<file path="config.mk">
export PLATFORM = sky130hd
export DESIGN_NAME = exit_arbiter_flat
export DESIGN_NICKNAME = d
export VERILOG_FILES = /design/src/rtl/exit_arbiter_if.sv /design/src/rtl/exit_arbiter.sv /design/src/flat_wrapper.sv
export SDC_FILE = /design/constraint.sdc
export NUM_CORES = 1
export LEC_CHECK = 0
export BUFFER_PORTS_ARGS = -buffer_cell sky130_fd_sc_hd__buf_4
export CAP_MARGIN = 20
export CORE_MARGIN = 3
export CORE_UTILIZATION = 30
export DETAILED_ROUTE_END_ITERATION = 12
export HOLD_SLACK_MARGIN = 0.02
export SLEW_MARGIN = 10
export SYNTH_ARGS = -nofsm -noshare
export SYNTH_HDL_FRONTEND = slang
export SYNTH_SLANG_ARGS = --single-unit
</file>
<file path="constraint.sdc">
create_clock -name clk -period 2.48 [get_ports clk]
set_input_delay 0.124 -clock clk [delete_from_list [all_inputs] [get_ports clk]]
set_output_delay 0.124 -clock clk [all_outputs]
set_load 0.005 [all_outputs]
</file>
<file path="src/rtl/exit_arbiter_if.sv">
// ----------------------------------------------------------------------------
// exit_arbiter_if : requester handshake and exit-argument bundle
// Rev 1.0
// ----------------------------------------------------------------------------
`default_nettype none

interface exit_arbiter_if #(
  parameter int NREQ = 2
);
  logic [NREQ-1:0]   req_valid;
  logic [8*NREQ-1:0] req_code;
  logic [NREQ-1:0]   req_ready;
  logic [NREQ-1:0]   accepted;
  logic [8:0]        finish_arg;
  logic              busy;
  logic              done;
  logic              timed_out;

  modport master (
    output req_valid, req_code,
    input  req_ready, accepted, finish_arg, busy, done, timed_out
  );

  modport slave (
    input  req_valid, req_code,
    output req_ready, accepted, finish_arg, busy, done, timed_out
  );
endinterface

`default_nettype wire

</file>
<file path="src/rtl/exit_arbiter.sv">
// ----------------------------------------------------------------------------
// exit_arbiter : merges exit requests into one drained, single finish pulse
// Rev 1.0
// ----------------------------------------------------------------------------
`default_nettype none

module exit_arbiter #(
  parameter int         NREQ            = 2,
  parameter bit         WAIT_ALL        = 1'b1,
  parameter int         COLLECT_TIMEOUT = 1024,
  parameter int         DRAIN_CYCLES    = 16,
  parameter logic [7:0] TIMEOUT_CODE    = 8'hFE
) (
  input  logic          clk,
  input  logic          rst_n,
  exit_arbiter_if.slave bus
);

  localparam int TW = $clog2(COLLECT_TIMEOUT + 1);
  localparam int DW = (DRAIN_CYCLES > 0) ? $clog2(DRAIN_CYCLES + 1) : 1;

  localparam logic [TW-1:0] T_LAST = TW'(COLLECT_TIMEOUT - 1);
  localparam logic [TW-1:0] T_MAX  = TW'(COLLECT_TIMEOUT);
  localparam logic [DW-1:0] D_LAST = DW'((DRAIN_CYCLES > 0) ? DRAIN_CYCLES - 1 : 0);
  localparam logic [DW-1:0] D_MAX  = DW'(DRAIN_CYCLES);

  typedef enum logic [2:0] {
    S_IDLE    = 3'd0,
    S_COLLECT = 3'd1,
    S_DRAIN   = 3'd2,
    S_FIRE    = 3'd3,
    S_DONE    = 3'd4
  } state_t;

  state_t          state;
  logic [NREQ-1:0] accepted;
  logic [7:0]      code;
  logic            code_set;
  logic [TW-1:0]   tcnt;
  logic [DW-1:0]   dcnt;
  logic [8:0]      finish_arg;
  logic            busy;
  logic            done;
  logic            timed_out;

  logic [NREQ-1:0] ready;
  logic [NREQ-1:0] accept;
  logic [NREQ-1:0] accepted_nxt;
  logic            all_acc;
  logic            pick_valid;
  logic [7:0]      pick_code;
  logic            code_set_nxt;
  logic [7:0]      code_nxt;
  logic            timeout_hit;
  logic            go_drain;
  logic [7:0]      code_merge;
  logic [7:0]      req_code_arr [NREQ];

  for (genvar i = 0; i < NREQ; i++) begin : g_codes
    assign req_code_arr[i] = bus.req_code[8*i +: 8];
  end

  assign ready = (state == S_IDLE || state == S_COLLECT) ? ~accepted : '0;

  always_comb begin
    accept       = bus.req_valid & ready;
    accepted_nxt = accepted | accept;
    all_acc      = &accepted_nxt;
    pick_valid   = 1'b0;
    pick_code    = 8'h00;
    // Scan downward so the lowest-index nonzero code wins a simultaneous accept
    for (int i = NREQ - 1; i >= 0; i--) begin
      if (accept[i] && (req_code_arr[i] != 8'h00)) begin
        pick_valid = 1'b1;
        pick_code  = req_code_arr[i];
      end
    end
    code_set_nxt = code_set | pick_valid;
    code_nxt     = (!code_set && pick_valid) ? pick_code : code;
    timeout_hit  = (state == S_COLLECT) && !all_acc && (tcnt == T_LAST);
    code_merge   = (timeout_hit && !code_set_nxt) ? TIMEOUT_CODE : code_nxt;
    go_drain     = ((state == S_IDLE) && (|accept) && (!WAIT_ALL || all_acc)) ||
                   ((state == S_COLLECT) && (all_acc || (tcnt == T_LAST)));
  end

  always_ff @(posedge clk or negedge rst_n) begin
    if (!rst_n) begin
      state      <= S_IDLE;
      accepted   <= '0;
      code       <= 8'h00;
      code_set   <= 1'b0;
      tcnt       <= '0;
      dcnt       <= '0;
      finish_arg <= 9'h000;
      busy       <= 1'b0;
      done       <= 1'b0;
      timed_out  <= 1'b0;
    end else begin
      case (state)
        S_IDLE, S_COLLECT: begin
          accepted <= accepted_nxt;
          code     <= code_merge;
          code_set <= code_set_nxt;
          if (timeout_hit) begin
            timed_out <= 1'b1;
          end
          if (go_drain) begin
            busy <= 1'b1;
            // A zero-length drain fires straight from the entering edge
            if (DRAIN_CYCLES == 0) begin
              state      <= S_FIRE;
              finish_arg <= {1'b1, code_merge};
            end else begin
              state <= S_DRAIN;
              dcnt  <= '0;
            end
          end else if ((state == S_IDLE) && (|accept)) begin
            state <= S_COLLECT;
            tcnt  <= '0;
            busy  <= 1'b1;
          end else if ((state == S_COLLECT) && (tcnt != T_MAX)) begin
            tcnt <= tcnt + 1'b1;
          end
        end
        S_DRAIN: begin
          if (dcnt == D_LAST) begin
            state      <= S_FIRE;
            finish_arg <= {1'b1, code};
          end else if (dcnt != D_MAX) begin
            dcnt <= dcnt + 1'b1;
          end
        end
        S_FIRE: begin
          state      <= S_DONE;
          finish_arg <= 9'h000;
          busy       <= 1'b0;
          done       <= 1'b1;
        end
        S_DONE: begin
          state <= S_DONE;
        end
        default: begin
          state <= S_IDLE;
        end
      endcase
    end
  end

  assign bus.req_ready  = ready;
  assign bus.accepted   = accepted;
  assign bus.finish_arg = finish_arg;
  assign bus.busy       = busy;
  assign bus.done       = done;
  assign bus.timed_out  = timed_out;

endmodule

`default_nettype wire

</file>
<file path="src/flat_wrapper.sv">
// flat-port wrapper written by rule: the top's interface ports become plain ports
module exit_arbiter_flat 
#(
  parameter int         NREQ            = 2,
  parameter bit         WAIT_ALL        = 1'b1,
  parameter int         COLLECT_TIMEOUT = 1024,
  parameter int         DRAIN_CYCLES    = 16,
  parameter logic [7:0] TIMEOUT_CODE    = 8'hFE
)
  (clk, rst_n, bus_req_valid, bus_req_code, bus_req_ready, bus_accepted, bus_finish_arg, bus_busy, bus_done, bus_timed_out);
  exit_arbiter_if #(.NREQ(NREQ)) bus_i ();
  input  logic clk;
  input  logic rst_n;
  input wire logic [$bits(bus_i.req_valid)-1:0] bus_req_valid;
  input wire logic [$bits(bus_i.req_code)-1:0] bus_req_code;
  output wire logic [$bits(bus_i.req_ready)-1:0] bus_req_ready;
  output wire logic [$bits(bus_i.accepted)-1:0] bus_accepted;
  output wire logic [$bits(bus_i.finish_arg)-1:0] bus_finish_arg;
  output wire logic [$bits(bus_i.busy)-1:0] bus_busy;
  output wire logic [$bits(bus_i.done)-1:0] bus_done;
  output wire logic [$bits(bus_i.timed_out)-1:0] bus_timed_out;
  assign bus_i.req_valid = bus_req_valid;
  assign bus_i.req_code = bus_req_code;
  assign bus_req_ready = bus_i.req_ready;
  assign bus_accepted = bus_i.accepted;
  assign bus_finish_arg = bus_i.finish_arg;
  assign bus_busy = bus_i.busy;
  assign bus_done = bus_i.done;
  assign bus_timed_out = bus_i.timed_out;
  exit_arbiter #(.NREQ(NREQ), .WAIT_ALL(WAIT_ALL), .COLLECT_TIMEOUT(COLLECT_TIMEOUT), .DRAIN_CYCLES(DRAIN_CYCLES), .TIMEOUT_CODE(TIMEOUT_CODE)) u_core (.clk(clk), .rst_n(rst_n), .bus(bus_i));
endmodule
</file>
Word-level counts from Yosys, hierarchy flattened --
Index checks and enable logic that the tools add are counted.
Storage, ports and cells: bits in registers 42, input port bits 20, output and inout bits 16, logic and storage cells 87
Operators by class: add/sub/neg operators 2, equality and inequality tests 13, multiplexer cells 22, bitwise logic cells 5, reductions and logical operators 35
Operator list (number):
- $mux 8 | 4
- $mux 11 | 2
- $pmux 9 s2 | 1
- $reduce_bool 8->1 | 2
- $mux 5 | 3
- $reduce_and 2->1 | 6
- $add 11x1->11 const B | 1
- $eq 11x10->1 const B | 1
- $ne 11x11->1 const B | 1
- $logic_and 1x1->1 | 10
- $pmux 5 s2 | 1
- $reduce_bool 2->1 | 5
- $mux 3 | 3
- $mux 9 | 1
- $pmux 3 s3 | 1
- $eq 3x2->1 const B | 2
- $ne 2x1->1 const B | 3
- $reduce_or 2->1 | 3
- $add 5x1->5 const B | 1
- $eq 5x4->1 const B | 1
- $ne 5x5->1 const B | 1
- $mux 1 | 4
- $reduce_and 4->1 | 1
- $eq 3x1->1 const B | 1
- other kinds (14) | 18

Longest topological paths before layout --
Gate-level depths: netlist of the first run.
depth in word-level cells 12, gate-level depth with buffers 8, gate-level depth less buffers 7

Least setup slack after synthesis of the first run --
No wires, ideal clock.
path type register -> register, start reg u_core.tcnt[0], end reg u_core.tcnt[5], setup time 0.104 ns, data arrival time 2.023 ns, slack 0.353 ns, stages on the path, launching flop included 8, buffers on the path 1, cell sequence dfrtp_1 ha_1 nand3_1 nor4_1 a211o_4 or3_1 buf_4 o41ai_2
Between the ends: longest elaborated chain between the ends 6, elaborated cells on any way between the ends 12, classes of those cells add/sub: 1; eq/ne: 2; mux: 2; bitwise: 1; reduce/logical: 6
Ends and longest elaborated chain:
- start, declared | line exit_arbiter.sv:39 | logic [TW-1:0] tcnt;
- start signal, assigned | line exit_arbiter.sv:122 | tcnt <= tcnt + 1'b1;
- branches (longest 6 deep; another with $add 11x1->11)
Several ways; the timed one is not identified. The select of a mux whose other input is x is not followed. A chain may end at the register's enable or synchronous reset.

Worst setup path in the final report of the first run --
Same ends and word-level chain as after synthesis.

==> results by group, run 1 <==
Routing
  • WL met2: 2430 um
  • DR pass1 iterations: 4
  • DR vias: 1,855
  • Max layer used: met4
  • DR WL/cell: 14.6 um
  • Drt via density: 5.11
  • DR iter-0 viols: 120
  • DR WL met3: 165 um
  • Routed length on met1: 2670 um
  • Residual DRC: 0
  • Antenna Nets Post-Route: 0
  • Total length of routed wires: 5300 um

Global routing
  • Initial antenna violation count: 0
  • Gr ovfl total: 0
  • Total global-route track usage: 0.128
  • Largest net degree at the start of global routing: 43
  • First-pass GRT wire length: 8940 um
  • Vias in the first global route: 1,871

Layout
  • Ant. Diodes: 0
  • Area of the multi-input gates: 1100 um^2
  • Reg area: 1050 um^2
  • Final instance area: 2730 um^2
  • Fillers: 705
  • Final #Nets: 293
  • Layout cells sized above 1: 0.225
  • Area Growth Syn to Fin: 21.5%

Synthesis
  • Synth top area share: 0.467
  • Sequential share of the synthesized area: 0.467
  • Post-synth EDFFs: 0
  • Yosys Warn Count: 0
  • Area contributors post-synth: dfrtp_1 (47%), nand2_1 (4.0%), o31ai_1 (4.0%)
  • Number of register bits inferred by synthesis: 42
  • Post-Synthesis Cells: 228
  • Unique masters post-synth: 46
  • Synth Net Count: 253
  • Main synth FF type: dfrtp_1
  • Post-synth ARST share: 1.00
  • Cell taking the most area after synthesis: dfrtp_1
  • Synth Area per Inst: 9.86 um^2
  • Synthesized cell area: 2250 um^2

Timing
  • Final Setup Violations: 0
  • Worst Tran Pin Value: 0.582 ns
  • Final hold vios: 0
  • Setup_tns: 0 ns
  • Relative slew slack: 0.608
  • FMAX: 437 MHz
  • Setup WS post-layout: 0.191 ns
  • Fin crit share: 0.923
  • Pins Over Slew Limit: 0
  • Tmin final: 2.29 ns
  • RSZ-0062 raised after global routing: false
  • Worst setup skew after layout: 0.00714 ns

Clock network
  • Longest Clk Path Bufs: 2
  • Clock sink total: 42
  • Clock Pin Slew Worst Setup and Hold Paths: 0.08 ns
  • H-tree level count: 2
  • Worst skew pair latency: 0.28 ns
  • CTS tree: yes
  • Root buffer cell: clkbuf_8
  • Inserted Clock Buffers: 5
  • Post-CTS setup buffer count: 0

Power and ir drop
  • PD cells: 783 nW/um^2
  • Total power: 2.14 mW
  • Static Leak: 1.14 nW
  • VDD IR-drop max: 372 uV

Floorplanning
  • Top Ports: 36
  • Full die area: 8570 um^2
  • Initial Util: 0.320
  • Core ar.: 7020 um^2
  • Core Rows: 30
  • Die Span Y: 92.6 um
  • Width of the chip: 92.6 um

Setup path
  • CP delay by family, top: simple AND/OR/NAND/NOR gates
  • Worst setup EP type: flop
  • Worst Path Max Fanout: 9
  • CP Data Arrival Time: 2.48 ns
  • CP startpoint kind: flop
  • Critical-path cell list: ha_1 > nand3_1 > nor4_2 > a211o_4 > or3_1 > o41ai_2
  • Kind of critical path: flop to flop
  • Critical Path Max Stage Delay: 0.55 ns
  • CP max stage cell: or3_1
  • CP required: 2.67 ns
  • Critical path buffers and inverters: 0
  • Worst R2R Setup Slack: 0.19 ns

Worst hold path
  • Min-delay worst type: primary input to flop

Placed design
  • Final HPWL DP: 3840 um
  • Port Buffers: 35
  • Place WS: 0.193 ns
  • Dpl cell area: 2630 um^2
  • GP Congestion: 0.784

Run
  • Max_cap viols: 0

Status
  • Status: finished, final reports clean
metrics by stage:
| stage | hold WS, ns | util | cells |
|---|---|---|---|
| after global placement | 0.147 | 0.375 | 356 |
| after floorplan | -0.172 | - | 228 |
| final | 0.0821 | 0.389 | 363 |
| after CTS | 0.0674 | 0.388 | 363 |
| after global routing | 0.0672 | 0.389 | 363 |
| after detailed placement | 0.147 | 0.375 | 356 |
layout make-up:
class,instances,share of cell area
flip-flops and latches,42,0.385
multi-input cells,164,0.403
clock buffers,6,0.0302
inverters,10,0.0137
well taps,96,0.0440
repair buffers,45,0.125
cells in the mapped netlist, types with 2 or more instances:
cell and n:
a21o_1 3, a21oi_1 5, a2bb2oi_1 6, a31oi_1 9
and3_1 2, buf_2 2, buf_6 2, clkbuf_1 7
dfrtp_1 42, ha_1 5, inv_1 10, mux2i_1 8
nand2_1 24, nand2b_1 7, nand3_1 7, nand3b_1 2
nand4_1 3, nor2_1 17, nor2b_1 3, nor4_1 5
nor4b_1 3, o21a_1 3, o21ai_0 12, o21ai_1 3
o22ai_1 4, o31ai_1 12, o41ai_2 2, or3_1 2
worst register-to-register path, stage by stage (launching register included):
cell and delay [ns]:
dfrtp_1 0.44, ha_1 0.26, nand3_1 0.18, nor4_2 0.10, a211o_4 0.34, or3_1 0.55
o41ai_2 0.32
power by group:
group	switching, mW	leakage [nW]	internal, mW
clock network	0.213	0.0431	0.215
registers	0.137	0.531	0.802
logic	0.434	0.561	0.337
total	0.785	1.14	1.35
registers in the layout, summed over array words and instances (netlist names), 2 cells and up:
register               cells
u_core.bus.accepted        2
u_core.state               3
u_core.code                8
u_core.dcnt                5
u_core.tcnt               11
u_core.bus.finish_arg      9
repair_timing:
item | CTS | global route
hold buffers | 1 | 0
endpoints found under the hold margin | 42 | 0
setup endpoints to repair | 0 | 11
resized for setup | 0 | 1
final timing paths:
| path | start | endpoint | cells past startpoint |
|---|---|---|---|
| max | u_core.tcnt[0] | u_core.tcnt[5] | 6 |
| min | bus_req_valid[1] | u_core.bus.accepted[1] | 2 |
| max reg2reg | u_core.tcnt[0] | u_core.tcnt[5] | 6 |
| min reg2reg | u_core.code_set | u_core.code_set | 1 |
| max in group asynchronous | rst_n | u_core.code_set | 2 |
| min in group asynchronous | rst_n | u_core.tcnt[7] | 2 |
placed cells by master, fill, tap and decap left out, types with 3 or more instances in the layout:
cell	synthesis	layout
buf_4	1	44
dfrtp_1	42	42
nand2_1	24	24
nor2_1	17	17
o31ai_1	12	12
o21ai_0	12	12
inv_1	10	10
a31oi_1	9	9
mux2i_1	8	8
nand2b_1	7	7
nand3_1	7	7
a2bb2oi_1	6	6
clkbuf_8	0	6
a21oi_1	5	5
ha_1	5	5
o22ai_1	4	4
nor4_1	5	4
nand4_1	3	3
nor2b_1	3	3
nor4b_1	3	3
o21ai_1	3	3
a21o_1	3	3
o21a_1	3	3
per-layer routing:
| layer | vias to the layer above | track usage |
|---|---|---|
| met4 | 0 | 0.0309 |
| met1 | 906 | 0.185 |
| met5 | - | 0 |
| li1 | 917 | - |
| met2 | 28 | 0.195 |
| met3 | 4 | 0.0276 |
cell families after synthesis:
kind of cell             share of synthesized area
flip-flops                                   0.467
AO/OA/AOI/OAI                                0.240
buffers and inverters                       0.0462
adder cells (fa/ha/maj)                     0.0278
multiplexers                                0.0356
AND/OR/NAND/NOR                              0.183
Note: power is estimated with default switching activity, not from simulation.
==> inputs of run 2 (changes only) <==
--- a/config.mk
+++ b/config.mk
@@ -11,6 +11,8 @@
 export CORE_UTILIZATION = 30
 export DETAILED_ROUTE_END_ITERATION = 12
 export HOLD_SLACK_MARGIN = 0.02
+export RECOVER_POWER = 100
+export REMOVE_ABC_BUFFERS = 1
 export SLEW_MARGIN = 10
 export SYNTH_ARGS = -nofsm -noshare
 export SYNTH_HDL_FRONTEND = slang
==> run 2 against run 1 <==
  * Hold slack got worse by 0.022 ns
  * Clock skew decreased by 0.0028 ns
  * Count of clock-buffer cells in the layout increased by 1
  * Combinational power decreased by 5.2%
  * Critical endpoint unchanged
  * Largest cell class unchanged
  * Sequential power about the same
  * Fmax about the same
  * Non-clock buffer count increased by 1
  * Critical path type unchanged
  * Power decreased by 0.57%
  * Flip-flop and latch count unchanged
  * Clock power increased by 6.8%
  * Critical path depth unchanged
==> results by group, run 2 (same netlist as run 1, synthesis figures left out) <==
Timing
  • Fin crit share: 0.923
  • Tmin final: 2.29 ns
  • RSZ-0062 raised after global routing: false
  • FMAX: 437 MHz
  • Final Setup Violations: 0
  • Final hold vios: 0
  • Worst setup skew after layout: 0.00430 ns
  • Relative slew slack: 0.296
  • Worst Tran Pin Value: 1.06 ns
  • Setup_tns: 0 ns
  • Pins Over Slew Limit: 0

Global routing
  • Vias in the first global route: 1,812
  • Most used routing layer: met1
  • M1 GR Usage: 0.186
  • Initial antenna violation count: 0
  • Met2 usage: 0.182
  • Met3 usage: 0.0268
  • Largest net degree at the start of global routing: 43
  • First-pass GRT wire length: 8740 um
  • Gr ovfl total: 0
  • Total global-route track usage: 0.126

Floorplanning
  • Width of the chip: 92.6 um
  • Core ar.: 7020 um^2
  • Initial Util: 0.320
  • Top Ports: 36
  • Full die area: 8570 um^2
  • Die Span Y: 92.6 um
  • Core Rows: 30

Setup path
  • Worst R2R Setup Slack: 0.19 ns
  • Cells on worst reg2reg path: 6
  • CP required: 2.67 ns
  • Worst R2R Start: u_core.tcnt[0]
  • Critical path endpoint: u_core.tcnt[5]
  • Worst Path Max Fanout: 9
  • CP startpoint kind: flop
  • CP Data Arrival Time: 2.48 ns
  • Crit path from: u_core.tcnt[0]
  • R2r endpoint: u_core.tcnt[5]
  • Kind of critical path: flop to flop
  • Worst setup EP type: flop

Routing
  • DR iter-0 viols: 87
  • Drt via density: 5.15
  • Antenna Nets Post-Route: 0
  • DR pass1 iterations: 4
  • Total length of routed wires: 5270 um
  • Residual DRC: 0
  • DR WL/cell: 14.4 um
  • DR vias: 1,886

Clock network
  • Worst skew pair latency: 0.29 ns
  • Inserted Clock Buffers: 5
  • Clock sink total: 42
  • Post-CTS setup buffer count: 0
  • H-tree level count: 2
  • Longest Clk Path Bufs: 2
  • Root buffer cell: clkbuf_8
  • CTS tree: yes
  • Clock Pin Slew Worst Setup and Hold Paths: 0.08 ns

Layout
  • Layout cells sized above 1: 0.207
  • Most flops, register: u_core.tcnt
  • Biggest regs: u_core.tcnt x11, u_core.bus.finish_arg x9, u_core.code x8
  • Most frequent cells in the layout: dfrtp_1 (42), buf_4 (25), nand2_1 (24)
  • Area Growth Syn to Fin: 20.3%
  • Ant. Diodes: 0
  • Final instance area: 2710 um^2
  • Leading cell type in the layout, fill and taps excluded: dfrtp_1
  • Final #Nets: 294
  • Number of flip-flops in the largest register: 11

Run
  • Max_cap viols: 0

Placed design
  • Port Buffers: 35
  • Dpl cell area: 2640 um^2
  • Final HPWL DP: 3830 um
  • GP Congestion: 0.804

Status
  • Status: finished, final reports clean

Power and ir drop
  • Static Leak: 1.11 nW
  • PD cells: 786 nW/um^2
  • VDD IR-drop max: 395 uV

Worst hold path
  • Hold-critical path depth: 2
  • Min-delay worst type: primary input to flop
[run 2: routing by layer]
metal	wire, um	part of all wire	vias up
met1	2650	0.50	916
met4	75	0.014	0
li1	-	-	925
met3	190	0.036	7
met5	0	0	-
met2	2350	0.45	38
[run 2: critical path: stages (launching register included)]
cell and delay (ns):
dfrtp_1 0.43, ha_1 0.26, nand3_1 0.17, nor4_2 0.10, a211o_4 0.34, or3_1 0.55, o41ai_1 0.34
[run 2: timing repair]
action                                  in CTS  in global routing
endpoints found under the setup margin       0                 16
hold endpoints to repair                    42                  0
hold buffers                                 1                  0
resized for setup                            0                  1
[run 2: worst min path at each step]
stage | start | to | slack [ns]
floorplan | rst_n | u_core.bus.accepted[0] | -0.17
finish | bus_req_valid[0] | u_core.bus.accepted[0] | 0.06
CTS | bus_req_valid[0] | u_core.bus.accepted[0] | 0.05
detailed placement | rst_n | u_core.bus.finish_arg[8] | 0.16
global route | bus_req_valid[0] | u_core.bus.accepted[0] | 0.05
global placement | rst_n | u_core.bus.done | 0.15
[run 2: cell type report]
| class | instances | area, um^2 |
|---|---|---|
| fillers | 720 | 4310 |
| multi-input cells | 164 | 1080 |
| flip-flops and latches | 42 | 1050 |
| repair buffers | 46 | 328 |
| well taps | 96 | 120 |
| clock buffers | 7 | 86.3 |
| inverters | 10 | 37.5 |
| clock inverters | 1 | 5.00 |
[run 2: through the flow]
| step | total power, mW | utilization | setup slack (ns) | hold WS, ns | cells |
|---|---|---|---|---|---|
| after floorplan | 1.40 | - | 0.293 | -0.172 | 216 |
| after global placement | 1.70 | 0.376 | 0.248 | 0.145 | 357 |
| after detailed placement | 1.72 | 0.376 | 0.179 | 0.156 | 357 |
| after CTS | 2.19 | 0.391 | 0.156 | 0.0505 | 366 |
| after global routing | 2.29 | 0.385 | 0.0723 | 0.0546 | 366 |
| final | 2.13 | 0.385 | 0.190 | 0.0604 | 366 |
[run 2: power breakdown]
part | switching (mW) | leakage [nW] | internal [mW]
combinational | 0.436 | 0.530 | 0.295
clock | 0.232 | 0.0482 | 0.225
sequential | 0.136 | 0.531 | 0.801
